<file path="src/rtl/arb_types.sv">
// Types and constants shared by the I/D memory arbiter and its round-robin chooser.
package arb_types;
  localparam int unsigned ARB_LINE_W = 256;
  localparam logic [31:0] ARB_CNT_MAX = 32'hFFFF_FFFF;

  typedef enum logic [1:0] {
    ARB_IDLE    = 2'd0,
    ARB_SERVE_I = 2'd1,
    ARB_SERVE_D = 2'd2
  } arb_state_t;

  function automatic logic [31:0] sat_inc(input logic [31:0] v);
    return (v == ARB_CNT_MAX) ? v : v + 32'd1;
  endfunction
endpackage

</file>
<file path="src/rtl/rv32i_types.sv">
// Shared RV32I scalar types; the arbiter reuses the word type for line addresses.
package rv32i_types;
  typedef logic [31:0] rv32i_word;
endpackage

</file>
<file path="src/rtl/arb_rr_pick.sv">
// Two-way round-robin chooser: on contention the side that was not served last wins.
module arb_rr_pick (
  input  logic req_i,
  input  logic req_d,
  input  logic last_d,
  output logic grant_i,
  output logic grant_d
);
  always_comb begin
    grant_d = req_d & (~req_i | ~last_d);
    grant_i = req_i & (~req_d | last_d);
  end
endmodule

</file>
<file path="src/rtl/mem_arbiter.sv">
// Arbitrates the instruction- and data-cache line ports onto one downstream line port.
// Handshake: a requester raises *_read/*_write with stable operands and holds them until
// its *_resp pulses for one cycle; it drops them the cycle after. Dropped early = result discarded.
module mem_arbiter
  import arb_types::*, rv32i_types::*;
#(
  parameter int unsigned LINE_W = ARB_LINE_W
) (
  input  logic              clk,
  input  logic              rst,
  input  logic              i_read,
  input  rv32i_word         i_addr,
  output logic [LINE_W-1:0] i_rdata,
  output logic              i_resp,
  input  logic              d_read,
  input  logic              d_write,
  input  rv32i_word         d_addr,
  input  logic [LINE_W-1:0] d_wdata,
  output logic [LINE_W-1:0] d_rdata,
  output logic              d_resp,
  output logic              mem_read,
  output logic              mem_write,
  output rv32i_word         mem_addr,
  output logic [LINE_W-1:0] mem_wdata,
  input  logic [LINE_W-1:0] mem_rdata,
  input  logic              mem_resp,
  output logic [31:0]       arb_conflicts,
  output arb_state_t        dbg_state
);

  arb_state_t        state_q, state_d;
  logic              last_d_q, last_d_d;
  logic              mem_read_q, mem_read_d;
  logic              mem_write_q, mem_write_d;
  rv32i_word         mem_addr_q, mem_addr_d;
  logic [LINE_W-1:0] mem_wdata_q, mem_wdata_d;
  logic [31:0]       conflicts_q, conflicts_d;

  logic d_req;
  logic pick_i, pick_d;

  assign d_req = d_read | d_write;

  arb_rr_pick u_pick (
    .req_i   (i_read),
    .req_d   (d_req),
    .last_d  (last_d_q),
    .grant_i (pick_i),
    .grant_d (pick_d)
  );

  // The mem_* registers double as the grant-time latches: loaded at grant, cleared on return to idle.
  always_comb begin
    state_d     = state_q;
    last_d_d    = last_d_q;
    mem_read_d  = mem_read_q;
    mem_write_d = mem_write_q;
    mem_addr_d  = mem_addr_q;
    mem_wdata_d = mem_wdata_q;
    conflicts_d = conflicts_q;

    case (state_q)
      ARB_IDLE: begin
        if (pick_d) begin
          state_d     = ARB_SERVE_D;
          mem_addr_d  = d_addr;
          mem_write_d = d_write;
          mem_read_d  = d_read & ~d_write;
          mem_wdata_d = d_wdata;
        end else if (pick_i) begin
          state_d     = ARB_SERVE_I;
          mem_addr_d  = i_addr;
          mem_write_d = 1'b0;
          mem_read_d  = 1'b1;
          mem_wdata_d = '0;
        end
      end
      ARB_SERVE_I, ARB_SERVE_D: begin
        if (mem_resp) begin
          state_d     = ARB_IDLE;
          last_d_d    = (state_q == ARB_SERVE_D);
          mem_addr_d  = '0;
          mem_write_d = 1'b0;
          mem_read_d  = 1'b0;
          mem_wdata_d = '0;
        end
      end
      default: state_d = ARB_IDLE;
    endcase

    // I is stalled behind D (or behind the idle turnaround) while both want the port.
    if (i_read && d_req && (state_q != ARB_SERVE_I)) begin
      conflicts_d = sat_inc(conflicts_q);
    end
  end

  always_ff @(posedge clk or negedge rst) begin
    if (!rst) begin
      state_q     <= ARB_IDLE;
      last_d_q    <= 1'b0;
      mem_read_q  <= 1'b0;
      mem_write_q <= 1'b0;
      mem_addr_q  <= '0;
      mem_wdata_q <= '0;
      conflicts_q <= '0;
    end else begin
      state_q     <= state_d;
      last_d_q    <= last_d_d;
      mem_read_q  <= mem_read_d;
      mem_write_q <= mem_write_d;
      mem_addr_q  <= mem_addr_d;
      mem_wdata_q <= mem_wdata_d;
      conflicts_q <= conflicts_d;
    end
  end

  always_comb begin
    i_resp  = (state_q == ARB_SERVE_I) & mem_resp & i_read;
    d_resp  = (state_q == ARB_SERVE_D) & mem_resp & d_req;
    i_rdata = i_resp ? mem_rdata : '0;
    d_rdata = d_resp ? mem_rdata : '0;
  end

  assign mem_read      = mem_read_q;
  assign mem_write     = mem_write_q;
  assign mem_addr      = mem_addr_q;
  assign mem_wdata     = mem_wdata_q;
  assign arb_conflicts = conflicts_q;
  assign dbg_state     = state_q;

endmodule

</file>
<file path="config.mk">
export PLATFORM = sky130hd
export DESIGN_NAME = mem_arbiter
export DESIGN_NICKNAME = d
export VERILOG_FILES = /design/src/rtl/arb_types.sv /design/src/rtl/rv32i_types.sv /design/src/rtl/arb_rr_pick.sv /design/src/rtl/mem_arbiter.sv
export SDC_FILE = /design/constraint.sdc
export NUM_CORES = 1
export LEC_CHECK = 0
export ABC_AREA = 1
export BUFFER_PORTS_ARGS = -buffer_cell sky130_fd_sc_hd__buf_2
export CORE_AREA = 3 3 547 549
export CTS_CLUSTER_SIZE = 40
export DETAILED_ROUTE_END_ITERATION = 8
export DIE_AREA = 0 0 550 552
export HOLD_SLACK_MARGIN = 0.12
export PLACE_DENSITY = 0.32
export SYNTH_ARGS = -nofsm -noshare
export SYNTH_HDL_FRONTEND = slang
export SYNTH_SLANG_ARGS = --single-unit
</file>
<file path="constraint.sdc">
create_clock -name clk -period 2.3 [get_ports clk]
set_input_delay 0.115 -clock clk [delete_from_list [all_inputs] [get_ports clk]]
set_output_delay 0.115 -clock clk [all_outputs]
set_load 0.005 [all_outputs]
</file>
==> out/summary.txt, run 1 <==
R2R depth: 10
Layout Skew: 40.1 ps
num rows: 199
grt ovf: 0
area grow syn2layout: 104%
Reg2Reg Launch Point: dbg_state[0]
largest net degree at the start of global routing: 111
most common cell after layout, fill and taps aside: buf_2
Post-DRT Antenna Nets: 0
Clock power frac: 21.2%
die area: 304000 µm²
routed vias: 25100
vias per cell: 3.06
Comb pwr share: 54.8%
Hold Crit Class: in2reg
die height: 552 µm
H-Tree Depth: 2
Max Freq: 392 MHz
Final Hold Fails: 0
number of global-route vias before repair: 25100
sequential area share after synthesis: 45.7%
TritonRoute pass-1 iters: 6
Syn Nets: 3079
RSZ-0062 raised after global routing: true
Worst EP required: 2180 ps
critical path class: reg2out
layout cells sized above 1: 41.7%
Arrival @ worst endpoint: 2430 ps
clk_lat worst skew: 650 ps
Inserted Clock Buffers: 44
MaxCap Viol Count: 0
setup violators final: 504
Ys Warns: 0
I/O Buffers: 1419
clk sinks: 325
Initial Utilization: 6.04%
outcome: complete, but fails checks
die width: 550 µm
Seq pwr share: 24.0%
Psw: 17.0 mW
Sw Share: 48.4%
CTS tree: done
power density over cell area: 971 nW/µm²
Hold Slack: 208 ps
synthesized cell area: 17800 µm²
Startpoint Class: flip-flop
Netlist cell types: 31
final worst path period share: 111%
Initial DRC Count: 1703
DRC: 0
Top-Level Pins: 1420
#FFs+latches synth: 325
failing checks: negative setup slack
final net count: 4808
Avg WL per Cell: 28.2 µm
WL final: 232000 µm
top fanout value on the critical path: 14
Fillers: 34400
Slew HR: 51.4%
Final Core Density: 12.3%
first-pass GRT wire length: 285000 µm
post-DP HPWL: 203000 µm
core area: 294000 µm²
P_int: 18.1 mW
Fin Setup TNS: -64290 ps
Peak VDD IR: 0.000612 V
syn avg cell area: 7.13 µm²
most frequent cells in the layout: buf_2 (1380), nor2_1 (452), nand2_1 (436)
CTS root buf: clkbuf_16
clk buf depth: 3
Clock transition at path regs: 50 ps
FF-to-FF setup slack: 150 ps
leakage: 18.6 nW
Critical Path End Type: output port
initial antenna violation count: 118
Final Wtd Congestion: 0.927
total track usage: 14.5%
Tmin final: 2550 ps
Worst Setup EP: d_rdata[152]
Slew @ Worst Pin: 728 ps
R2R Path End: mem_wdata[152]
Final WS setup: -250 ps
Final Max Slew Viols: 0
Critical Path Start: dbg_state[0]
synthesized instance count: 2493
-- power by group through the flow --
stage | Clock, mW | Combinational (mW) | Sequential (mW)
after floorplan | 0 | 8.42 | 8.49
after global placement | 0 | 18.6 | 8.51
after detailed placement | 0 | 18.6 | 8.53
after CTS | 7.82 | 19.6 | 8.47
after global routing | 8.03 | 21.2 | 8.65
final | 7.46 | 19.3 | 8.43
-- per-stage QoR --
stage               power, mW  std cells  setup WS, ps  area (µm²)
floorplan                16.9       2493           541       17800
global placement         27.1       7744         -57.4       30100
detailed placement       27.1       7744          6.67       30100
CTS                      35.9       8162          -311       35500
global route             37.9       8182          -387       36100
finish                   35.1       8212          -250       36200
-- sequential cells by signal, summed over array words and instances (netlist names) --
| name | count |
|---|---|
| arb_conflicts | 32 |
| dbg_state | 2 |
| last_d_q | 1 |
| mem_addr | 32 |
| mem_read | 1 |
| mem_wdata | 256 |
| mem_write | 1 |
-- area by class of cell --
cell class | count | area [µm²] | share of cell area (%)
Inverter | 298 | 1170 | 3.22
Timing Repair Buffer | 1869 | 12600 | 34.9
Clock buffer | 61 | 1250 | 3.47
Antenna cell | 39 | 97.6 | 0.270
Multi-Input combinational cell | 1684 | 7750 | 21.4
Clock inverter | 17 | 248 | 0.685
Sequential cell | 325 | 8130 | 22.5
Tap cell | 3919 | 4900 | 13.5
-- what timing repair did --
item / 4_1_cts / 5_1_grt
hold buffers: 325 / 0
resized for setup: 89 / 122
setup buffers: 3 / 3
cloned: 12 / 8
endpoints found under the hold margin: 617 / 0
setup endpoints to repair: 511 / 512
-- critical path, cell delays in order, from the launching register on --
cell and delay [ps]:
dfrtp_1 400, inv_2 80, ha_1 130, inv_1 50
nor3_2 170, buf_6 160, inv_16 50, bufbuf_16 370
nor2_1 110, buf_2 160
-- cells in the mapped netlist (all sizes together) --
| cell | n | area (µm²) |
|---|---|---|
| ha | 4 | 50.1 |
| nand3 | 279 | 1400 |
| o22ai | 2 | 12.5 |
| xor2 | 3 | 26.3 |
| inv | 297 | 1110 |
| clkbuf | 51 | 194 |
| or2 | 33 | 206 |
| clkinv | 1 | 3.75 |
| nand3b | 10 | 75.1 |
| nand2 | 441 | 1690 |
| nand4 | 12 | 75.1 |
| a21oi | 1 | 5.00 |
| o21ai | 325 | 1630 |
| buf | 135 | 947 |
| xnor2 | 4 | 35.0 |
| dfrtp | 325 | 8130 |
| nor2 | 565 | 2160 |
| nor3 | 3 | 15.0 |
| a31oi | 1 | 6.26 |
| and2 | 1 | 6.26 |
-- routing by layer --
metal  track usage (%)  wire (µm)
met5                 0        257
met4              1.81       4640
met3              8.02      31600
met2              23.5     103000
met1              17.0      92000
-- cell families (layout without fill, tap and decap cells) --
logic type	count (synthesis)	in the layout	synth area share, %
XOR/XNOR	7	7	0.345
AND/OR/NAND/NOR	1344	1344	31.6
other	0	39	0
adder cells (fa/ha/maj)	4	4	0.282
AO/OA/AOI/OAI	329	329	9.28
buffers and inverters	484	2245	12.7
flip-flops	325	325	45.7
-- worst min path at each step --
stage	start	endpoint	slack, ps	depth (start not counted)
after floorplan	rst	arb_conflicts[0]	-180	0
after global placement	rst	mem_wdata[144]	170	1
after detailed placement	rst	mem_wdata[144]	160	1
after CTS	d_read	dbg_state[0]	140	5
after global routing	d_read	dbg_state[0]	190	7
final	d_read	dbg_state[0]	210	7
Note: power is estimated with default switching activity, not from simulation.
==> run 2: changes to the inputs <==
--- a/config.mk
+++ b/config.mk
@@ -11,7 +11,6 @@
 export CTS_CLUSTER_SIZE = 40
 export DETAILED_ROUTE_END_ITERATION = 8
 export DIE_AREA = 0 0 550 552
-export HOLD_SLACK_MARGIN = 0.12
 export PLACE_DENSITY = 0.32
 export SYNTH_ARGS = -nofsm -noshare
 export SYNTH_HDL_FRONTEND = slang
==> constraint.sdc (replaced) <==
create_clock -name clk -period 2.3 [get_ports clk]
set_input_delay 0.46 -clock clk [delete_from_list [all_inputs] [get_ports clk]]
set_output_delay 0.46 -clock clk [all_outputs]
set_load 0.005 [all_outputs]
==> run 2 against run 1 <==
Effect of this change:
- the flow still finishes with violations (negative setup slack)
- wire length down 0.35%
- final cell count is 3.1% lower
- clock-buffer cell count decreased by 3
- clock power is 7.9% higher
- clock skew shrank 5.8 ps
- setup slack got worse by 320 ps
- maximum frequency fell by 11%
- first-iteration DRC count decreased by 1.4%
- sequential power hardly changed
- final area down 6.8%
- register-to-register slack worse by 160 ps
- global-route usage down 0.15 points
- largest cell class unchanged
==> out/summary.txt, run 2 (synthesis results as in run 1) <==
outcome: complete, but fails checks
failing checks: negative setup slack
Inst Count DP: 7822 (+1.0%)
TritonRoute pass-1 iters: 5 (-1)
Final Wtd Congestion: 0.925 (-0.25%)
R2R depth: 10 (unchanged)
Slew @ Worst Pin: 752 ps (+24.3 ps)
die width: 550 µm (unchanged)
I/O Buffers: 1419 (unchanged)
setup violators final: 514 (+2.0%)
Critical Path End Type: output port
Final Hold Fails: 0 (unchanged)
Worst EP required: 1840 ps (-340 ps)
CTS tree: done
power density over cell area: 1050 nW/µm² (+8.6%)
slowest stage cell, crit path: dfrtp_1
critical path, cell by cell: inv_2, ha_1, inv_2, nor3_4, buf_6, inv_16, clkbuf_16, buf_4, nor2_4, buf_6
clk buf depth: 3 (unchanged)
critical path class: reg2out
Slew HR: 49.8% (-1.6 points)
MaxCap Viol Count: 0 (unchanged)
total track usage: 14.3% (-0.15 points)
Hold Slack: 94.1 ps (-114 ps)
Initial Utilization: 6.04% (unchanged)
Inserted Clock Buffers: 45 (+2.3%)
Reg2Reg Launch Point: dbg_state[0]
number of global-route vias before repair: 23900 (-4.9%)
R2R Path End: mem_wdata[27]
Max Freq: 348 MHz (-11%)
most common cell after layout, fill and taps aside: buf_2
DRC: 0 (unchanged)
Final WS setup: -571 ps (-321 ps)
vias per cell: 3.03 (-0.87%)
layout cells sized above 1: 46.5% (+4.7 points)
Avg WL per Cell: 29.0 µm (+2.8%)
Layout Skew: 34.3 ps (-5.84 ps)
die height: 552 µm (unchanged)
top fanout value on the critical path: 11 (-3)
worst hold start: d_wdata[52]
Peak VDD IR: 0.000592 V (-3.3%)
clk sinks: 325 (unchanged)
clk_lat worst skew: 640 ps (about the same)
Levels on crit path: 10 (+1)
Top-Level Pins: 1420 (unchanged)
Worst Setup EP: i_rdata[125]
Pwr Total: 35.6 mW (+1.2%)
core area: 294000 µm² (unchanged)
CTS root buf: clkbuf_16
final instance area: 33700 µm² (-6.8%)
most frequent cells in the layout: buf_2 (1378), nor2_1 (449), nand2_1 (436)
Arrival @ worst endpoint: 2410 ps (-20 ps)
Startpoint Class: flip-flop
final worst path period share: 125% (+14 points)
H-Tree Depth: 2 (unchanged)
post-DP HPWL: 205000 µm (+0.91%)
Initial DRC Count: 1680 (-1.4%)
largest net degree at the start of global routing: 70 (-37%)
delay-heaviest family, CP: buffers and inverters
Clock transition at path regs: 70 ps (+20 ps)
Hold Crit Class: in2reg
area grow syn2layout: 89.8%
max FFs per register: 256 (unchanged)
grt ovf: 0 (unchanged)
num rows: 199 (unchanged)
die area: 304000 µm² (unchanged)
final net count: 4564 (-5.1%)
Crit path largest cell delay: 410 ps (about the same)
Post-DRT Antenna Nets: 0 (unchanged)
Final Core Density: 11.5% (-0.83 points)
leakage: 17.7 nW (-4.8%)
first-pass GRT wire length: 281000 µm (-1.4%)
Final Max Slew Viols: 0 (unchanged)
sum of buffers and inverters on the critical path: 7 (+1)
Critical Path Start: dbg_state[1]
initial antenna violation count: 151 (+28%)
RSZ-0062 raised after global routing: true
Post-DP Area: 30700 µm² (+2.2%)
Tmin final: 2870 ps (+321 ps)
routed vias: 24200 (-3.9%)
FF-to-FF setup slack: -10 ps (-160 ps)
WL final: 231000 µm (-0.35%)
post-route insts no fill: 7961 (-3.1%)
==> run 2: cell types whose count changed in the layout (fill, tap and decap cells not counted), sizes merged <==
cell	delta
buf	+79
inv	-2
diode	-7
dlygate4sd3	-322
bufinv	+3
clkbuf	-5
clkinv	+3
==> run 2: worst min-delay path by stage <==
stage,endpoint,cells after the start
after floorplan,arb_conflicts[0],0
after detailed placement,mem_wdata[187],2
after global placement,mem_wdata[53],2
after CTS,mem_wdata[52],3
after global routing,mem_wdata[25],3
final,mem_wdata[52],3
==> run 2: worst reg2reg max path, stage by stage, from the launching register on <==
cell and delay (ps):
dfrtp_1 380, inv_2 50, buf_4 120, buf_4 120, ha_1 360, or2_2 370
nand2_8 150, buf_12 210, buf_4 320, nand2_1 60, o21ai_1 80
==> run 2: repair_timing <==
| item | CTS | global route |
|---|---|---|
| endpoints found under the setup margin | 514 | 576 |
| pin swaps | 1 | 0 |
| cloned | 9 | 14 |
| gates resized for setup | 58 | 169 |
| buffers inserted | 1 | 2 |
| hold buffers | 2 | 0 |
| hold endpoints to repair | 31 | 0 |
==> run 2: per-stage QoR <==
stage	worst slack (ps)	setup TNS [ps]
finish	-571	-243480
global route	-713	-338930
CTS	-696	-300600
detailed placement	-161	-809
global placement	-167	-532
floorplan	337	0
==> run 2: power breakdown <==
group	switching, mW	internal (mW)
sequential	0.963	7.45
combinational	12.8	6.29
clock	3.20	4.85
==> run 2: layout make-up <==
class,instances,area (µm²)
diodes,32,80.1
clock buffers,58,1290
clock inverters,21,354
fillers,34600,261000
inverters,298,1170
multi-input cells,1684,7750
flip-flops and latches,325,8130
well taps,3919,4900
repair buffers,1624,10100
==> run 2: routing by layer <==
metal / global-route usage [%] / wire length [µm] / vias up
li1: - / - / 10800
met4: 1.86 / 4420 / 38
met3: 8.52 / 32700 / 319
met1: 16.8 / 91800 / 11500
met5: 0 / 253 / -
met2: 22.9 / 102000 / 1493
